### config.mk
export PLATFORM = sky130hd
export DESIGN_NAME = seg_scan_flat
export DESIGN_NICKNAME = d
export VERILOG_FILES = /design/src/rtl/seg_pkg.sv /design/src/rtl/seg_scan_if.sv /design/src/rtl/seg_dec.sv /design/src/rtl/seg_scan.sv /design/src/flat_wrapper.sv
export SDC_FILE = /design/constraint.sdc
export NUM_CORES = 1
export LEC_CHECK = 0
export CAP_MARGIN = 0
export CORE_ASPECT_RATIO = 0.75
export CORE_MARGIN = 5
export CORE_UTILIZATION = 60
export CTS_BUF_LIST = sky130_fd_sc_hd__clkbuf_2 sky130_fd_sc_hd__clkbuf_4 sky130_fd_sc_hd__clkbuf_8
export CTS_CLUSTER_SIZE = 10
export DETAILED_ROUTE_END_ITERATION = 12
export PLACE_DENSITY = 0.85
export SLEW_MARGIN = 20
export SYNTH_ARGS = -nofsm -noshare
export SYNTH_HDL_FRONTEND = slang
export SYNTH_HIERARCHICAL = 1
export SYNTH_SLANG_ARGS = --single-unit
export TNS_END_PERCENT = 10
### constraint.sdc
create_clock -name clk -period 2.35 [get_ports clk]
set_input_delay 0.5875 -clock clk [delete_from_list [all_inputs] [get_ports clk]]
set_output_delay 0.5875 -clock clk [all_outputs]
set_load 0.02 [all_outputs]
### src/rtl/seg_pkg.sv
// Shared constants and the digit-entry type for the multiplexed seven-segment driver.
package seg_pkg;

  localparam logic [3:0] CODE_MINUS = 4'd14;
  localparam logic [3:0] CODE_BLANK = 4'd15;

  // Active-low patterns, bit order {g,f,e,d,c,b,a}
  localparam logic [6:0] SEG_0     = 7'h40;
  localparam logic [6:0] SEG_1     = 7'h79;
  localparam logic [6:0] SEG_2     = 7'h24;
  localparam logic [6:0] SEG_3     = 7'h30;
  localparam logic [6:0] SEG_4     = 7'h19;
  localparam logic [6:0] SEG_5     = 7'h12;
  localparam logic [6:0] SEG_6     = 7'h02;
  localparam logic [6:0] SEG_7     = 7'h78;
  localparam logic [6:0] SEG_8     = 7'h00;
  localparam logic [6:0] SEG_9     = 7'h10;
  localparam logic [6:0] SEG_MINUS = 7'h3F;
  localparam logic [6:0] SEG_OFF   = 7'h7F;

  typedef struct packed {
    logic [3:0] code;
    logic       dp;
  } digit_t;

  localparam digit_t DIGIT_BLANK = '{code: CODE_BLANK, dp: 1'b0};

endpackage

### src/rtl/seg_scan_if.sv
// Write/commit port of the display driver: shadow-buffer writes plus commit handshake.
interface seg_scan_if #(
  parameter int DIGITS = 8
) ();
  localparam int AW = (DIGITS > 1) ? $clog2(DIGITS) : 1;

  logic          wr_en;
  logic [AW-1:0] wr_addr;
  logic [3:0]    wr_code;
  logic          wr_dp;
  logic          commit;
  logic          commit_done;
  logic          pending;

  modport master (
    output wr_en, wr_addr, wr_code, wr_dp, commit,
    input  commit_done, pending
  );

  modport slave (
    input  wr_en, wr_addr, wr_code, wr_dp, commit,
    output commit_done, pending
  );
endinterface

### src/rtl/seg_dec.sv
// Digit code to active-low seven-segment pattern; codes without a glyph stay dark.
module seg_dec
  import seg_pkg::*;
(
  input  logic [3:0] code,
  output logic [6:0] seg
);

  always_comb begin
    seg = SEG_OFF;
    case (code)
      4'd0:       seg = SEG_0;
      4'd1:       seg = SEG_1;
      4'd2:       seg = SEG_2;
      4'd3:       seg = SEG_3;
      4'd4:       seg = SEG_4;
      4'd5:       seg = SEG_5;
      4'd6:       seg = SEG_6;
      4'd7:       seg = SEG_7;
      4'd8:       seg = SEG_8;
      4'd9:       seg = SEG_9;
      CODE_MINUS: seg = SEG_MINUS;
      default:    seg = SEG_OFF;
    endcase
  end

endmodule

### src/rtl/seg_scan.sv
// Time-multiplexed seven-segment driver: shadow/active digit buffers with frame-aligned
// commit, slot/digit scan counters and registered active-low segment/anode outputs.
module seg_scan
  import seg_pkg::*;
#(
  parameter int DIGITS = 8,
  parameter int DIV    = 1000,
  parameter int BLANK  = 16
) (
  input  logic              clk,
  input  logic              rst_n,
  seg_scan_if.slave         bus,
  output logic [6:0]        seg_n,
  output logic              dp_n,
  output logic [DIGITS-1:0] an_n,
  output logic              frame_start
);

  localparam int AW = (DIGITS > 1) ? $clog2(DIGITS) : 1;
  localparam int CW = (DIV > 1) ? $clog2(DIV) : 1;

  logic [CW-1:0] cnt;
  logic [AW-1:0] idx;
  digit_t        shadow [DIGITS];
  digit_t        active [DIGITS];
  logic          pending;
  logic          commit_done;

  logic          boundary;
  logic          wr_hit;
  logic          do_copy;
  digit_t        wr_entry;
  digit_t        cur;
  logic [6:0]    dec_seg;
  logic          lit;
  logic [DIGITS-1:0] an_sel;

  assign boundary = (cnt == CW'(DIV - 1)) && (idx == AW'(DIGITS - 1));
  assign wr_hit   = bus.wr_en && (int'(bus.wr_addr) < DIGITS);
  assign wr_entry = '{code: bus.wr_code, dp: bus.wr_dp};
  // A commit arriving on the boundary cycle itself is honoured immediately
  assign do_copy  = boundary && (pending || bus.commit);

  assign bus.pending     = pending;
  assign bus.commit_done = commit_done;

  always_ff @(posedge clk or negedge rst_n) begin
    if (!rst_n) begin
      for (int unsigned i = 0; i < DIGITS; i++) shadow[i] <= DIGIT_BLANK;
    end else if (wr_hit) begin
      for (int unsigned i = 0; i < DIGITS; i++)
        if (bus.wr_addr == AW'(i)) shadow[i] <= wr_entry;
    end
  end

  // Same-cycle write is forwarded so the copy sees the value the shadow is about to take
  always_ff @(posedge clk or negedge rst_n) begin
    if (!rst_n) begin
      for (int unsigned i = 0; i < DIGITS; i++) active[i] <= DIGIT_BLANK;
    end else if (do_copy) begin
      for (int unsigned i = 0; i < DIGITS; i++)
        active[i] <= (wr_hit && bus.wr_addr == AW'(i)) ? wr_entry : shadow[i];
    end
  end

  always_ff @(posedge clk or negedge rst_n) begin
    if (!rst_n) begin
      pending     <= 1'b0;
      commit_done <= 1'b0;
    end else begin
      pending     <= do_copy ? 1'b0 : (pending | bus.commit);
      commit_done <= do_copy;
    end
  end

  always_ff @(posedge clk or negedge rst_n) begin
    if (!rst_n) begin
      cnt <= '0;
      idx <= '0;
    end else if (cnt == CW'(DIV - 1)) begin
      cnt <= '0;
      idx <= (idx == AW'(DIGITS - 1)) ? '0 : idx + 1'b1;
    end else begin
      cnt <= cnt + 1'b1;
    end
  end

  assign cur = active[idx];
  assign lit = (cnt >= CW'(BLANK));

  seg_dec u_dec (
    .code (cur.code),
    .seg  (dec_seg)
  );

  always_comb begin
    an_sel      = '1;
    an_sel[idx] = 1'b0;
  end

  always_ff @(posedge clk or negedge rst_n) begin
    if (!rst_n) begin
      an_n        <= '1;
      seg_n       <= SEG_OFF;
      dp_n        <= 1'b1;
      frame_start <= 1'b0;
    end else begin
      frame_start <= (cnt == '0) && (idx == '0);
      if (lit) begin
        an_n  <= an_sel;
        seg_n <= dec_seg;
        dp_n  <= ~cur.dp;
      end else begin
        an_n  <= '1;
        seg_n <= SEG_OFF;
        dp_n  <= 1'b1;
      end
    end
  end

endmodule

### src/flat_wrapper.sv
// flat-port wrapper written by rule: the top's interface ports become plain ports
module seg_scan_flat import seg_pkg::*;
#(
  parameter int DIGITS = 8,
  parameter int DIV    = 1000,
  parameter int BLANK  = 16
)
  (clk, rst_n, seg_n, dp_n, an_n, frame_start, bus_wr_en, bus_wr_addr, bus_wr_code, bus_wr_dp, bus_commit, bus_commit_done, bus_pending);
  seg_scan_if #(.DIGITS(DIGITS)) bus_i ();
  input  logic clk;
  input  logic rst_n;
  output logic [6:0] seg_n;
  output logic dp_n;
  output logic [DIGITS-1:0] an_n;
  output logic frame_start;
  input wire logic [$bits(bus_i.wr_en)-1:0] bus_wr_en;
  input wire logic [$bits(bus_i.wr_addr)-1:0] bus_wr_addr;
  input wire logic [$bits(bus_i.wr_code)-1:0] bus_wr_code;
  input wire logic [$bits(bus_i.wr_dp)-1:0] bus_wr_dp;
  input wire logic [$bits(bus_i.commit)-1:0] bus_commit;
  output wire logic [$bits(bus_i.commit_done)-1:0] bus_commit_done;
  output wire logic [$bits(bus_i.pending)-1:0] bus_pending;
  assign bus_i.wr_en = bus_wr_en;
  assign bus_i.wr_addr = bus_wr_addr;
  assign bus_i.wr_code = bus_wr_code;
  assign bus_i.wr_dp = bus_wr_dp;
  assign bus_i.commit = bus_commit;
  assign bus_commit_done = bus_i.commit_done;
  assign bus_pending = bus_i.pending;
  seg_scan #(.DIGITS(DIGITS), .DIV(DIV), .BLANK(BLANK)) u_core (.clk(clk), .rst_n(rst_n), .bus(bus_i), .seg_n(seg_n), .dp_n(dp_n), .an_n(an_n), .frame_start(frame_start));
endmodule
==> run metrics <==
Slowest-stage cell, CP mux4_2; post-route ant nets 0; Top-Level Pins 31; # setup viols final 0; #FFs+latches synth 112; Root Buffer clkbuf_8; required time worst endpoint 2.66 ns; vias per inst 5.94; vias in the first global route 3259; fin crit share 92.4%; synthesized area 5120 µm²; Final #Nets 427; total power 3.90 mW; top cell type's share of synthesized area 41.0%; top post-synthesis cells by count dfstp_2 (80), mux2_2 (64), dfrtp_1 (32), nand2_1 (20), mux2_4 (19); total core area 8380 µm²; pin count of the biggest net entering global routing 72; synth top area cells dfstp_2 (41%), dfrtp_1 (16%), mux2_2 (14%); clock sinks 112; max-cap viol count 0; Post-Route WL 10100 µm; drt initial violations 219; Setup CP Type reg -> reg; port bufs 30; Mapped Cells 361; top cell family by delay on the critical path multiplexers; syn nets 383; Power per Cell Area 662 nW/µm²; Post-synth EDFFs 0; area delta synth->final 15.0%; Worst path max stage delay 0.50 ns; Remaining Overflow, GRT 0; minimum clock period 2.17 ns; most common flop cell mapped by yosys dfstp_2; Worst slew margin 65.8%; Die ar. 10500 µm²; DRT Pass-1 Iters 4; initial antenna violation count 0; Yosys cell types 46; CTS Buf Count 9; # hold bufs at CTS 0; Max Transition Viols Final 0; clk_skew 0.00776 ns; Setup crit end kind flop; type of the worst min-delay path in -> async; Max rail drop VDD 0.590 mV; FP Rows 29; Starting Density 61.1%; first-pass GRT wire length 16900 µm; most common cell in the netlist dfstp_2; Total GRT Usage 21.0%; share of cells above drive strength 1 54.4%; Final Non-Filler Cells 518; Data arrival, critical path 2.48 ns; clk buf depth 2; ANT cells 0; final hold violations 0; Leak Pwr 2.46 nW; clk slew on worst S/H paths 0.10 ns; crit start category flop; via count 3075; post-DP HPWL 7040 µm; critical-path maximum fanout 6; async set or reset register ratio after synthesis 100%; Seq/Total Area, Yosys 56.6%; Clock Latency Late Sink 0.38 ns; die width 117 µm; WP buf/inv 2; area leader, netlist dfstp_2; setup TNS 0 ns; CTS tree yes; H-tree Lvls 3; GPL Wtd Cong 0.817; Fmax achieved 0.461 GHz; critical path cell sequence buf_4 > mux4_2 > nand2_1 > nand2_1 > inv_1 > ha_1 > o21ai_0 > o21ai_0 > nand2b_1; status complete, no violations; Die H 90.0 µm; placed insts 502; syn avg cell area 14.2 µm²; postcts setup bufs 0; Syn. warnings 6; worst slew pin tran 0.513 ns; DRC viols 0; DR WL/cell 19.6 µm
-- final timing paths --
check                             startpoint                 to  slack (ns)  depth (start not counted)
setup / recovery               u_core/idx[0]    u_core/seg_n[1]        0.18                          9
setup reg to reg               u_core/idx[0]    u_core/seg_n[1]        0.18                          9
min in group clk           u_core/shadow[10]  u_core/shadow[10]        0.51                          1
hold reg to reg            u_core/shadow[10]  u_core/shadow[10]        0.51                          1
hold / removal                         rst_n  u_core/shadow[35]        0.11                          1
max in group asynchronous              rst_n     u_core/an_n[5]        1.54                          2
-- placed cells by master, fill, tap and decap left out, types with 3 or more instances in the layout --
cell type and instances:
mux2i_1 6, nand4_1 5, or3_1 3, mux4_2 6, nor2b_1 5, mux2_4 19, nand2_1 19, inv_1 11
buf_4 18, dfrtp_1 30, o21ai_0 12, nand2b_1 8, nand3_1 13, ha_1 9, a21oi_1 8, nand4b_1 3
dfstp_2 80, mux2_2 64, clkbuf_8 11, and4bb_2 3, nor2_1 7, bufinv_16 3, clkdlybuf4s50_1 29
-- flip-flops by register name, summed over array words and instances, names as in the netlist --
name	flops
u_core/an_n	8
u_core/cnt	10
u_core/idx	3
u_core/bus.commit_done	1
u_core/seg_n	7
u_core/bus.pending	1
u_core/frame_start	1
u_core/dp_n	1
u_core/active	40
u_core/shadow	40
-- metrics by stage --
stage | util [%] | setup WS [ns] | area [µm²] | hold WS, ns
floorplan | - | 0.250 | 5120 | 0.292
global placement | 67.1 | 0.0568 | 5620 | 0.474
detailed placement | 67.1 | -0.0238 | 5620 | 0.485
CTS | 70.2 | 0.0713 | 5880 | 0.105
global route | 70.3 | -0.0201 | 5890 | 0.106
finish | 70.3 | 0.179 | 5890 | 0.108
-- layer usage --
layer  GRT usage [%]  vias to the layer above  routed length (µm)
met5               0                        -                   0
met4            6.21                        0                 167
met3            7.45                       19                 679
met2            31.5                       88                4900
met1            28.7                     1599                4390
li1                -                     1369                   -
-- kinds of logic after synthesis --
kind of cell | synth area share, %
AO/OA/AOI/OAI | 3.49
adder cells (fa/ha/maj) | 2.44
multiplexers | 23.4
XOR/XNOR | 0.513
AND/OR/NAND/NOR | 10.6
buffers and inverters | 2.91
flip-flops | 56.6
-- layout make-up --
cell class	count	area [µm²]
multi-input cells	221	2080
clock buffers	12	159
well taps	108	135
repair buffers	49	465
flip-flops and latches	112	2910
fillers	562	2490
clock inverters	4	98.8
inverters	12	45.0
-- power breakdown --
group / internal [mW] / total [mW] / switching (mW) / leakage (nW)
Combinational: 0.151 / 0.300 / 0.149 / 1.09
Clock: 0.782 / 1.40 / 0.619 / 0.131
Sequential: 2.16 / 2.20 / 0.0372 / 1.24
-- timing repair --
| action | in CTS | in global routing |
|---|---|---|
| gates cloned | 0 | 0 |
| gates resized for setup | 1 | 5 |
| setup endpoints to repair | 1 | 7 |
(Power assumes the default switching activity.)
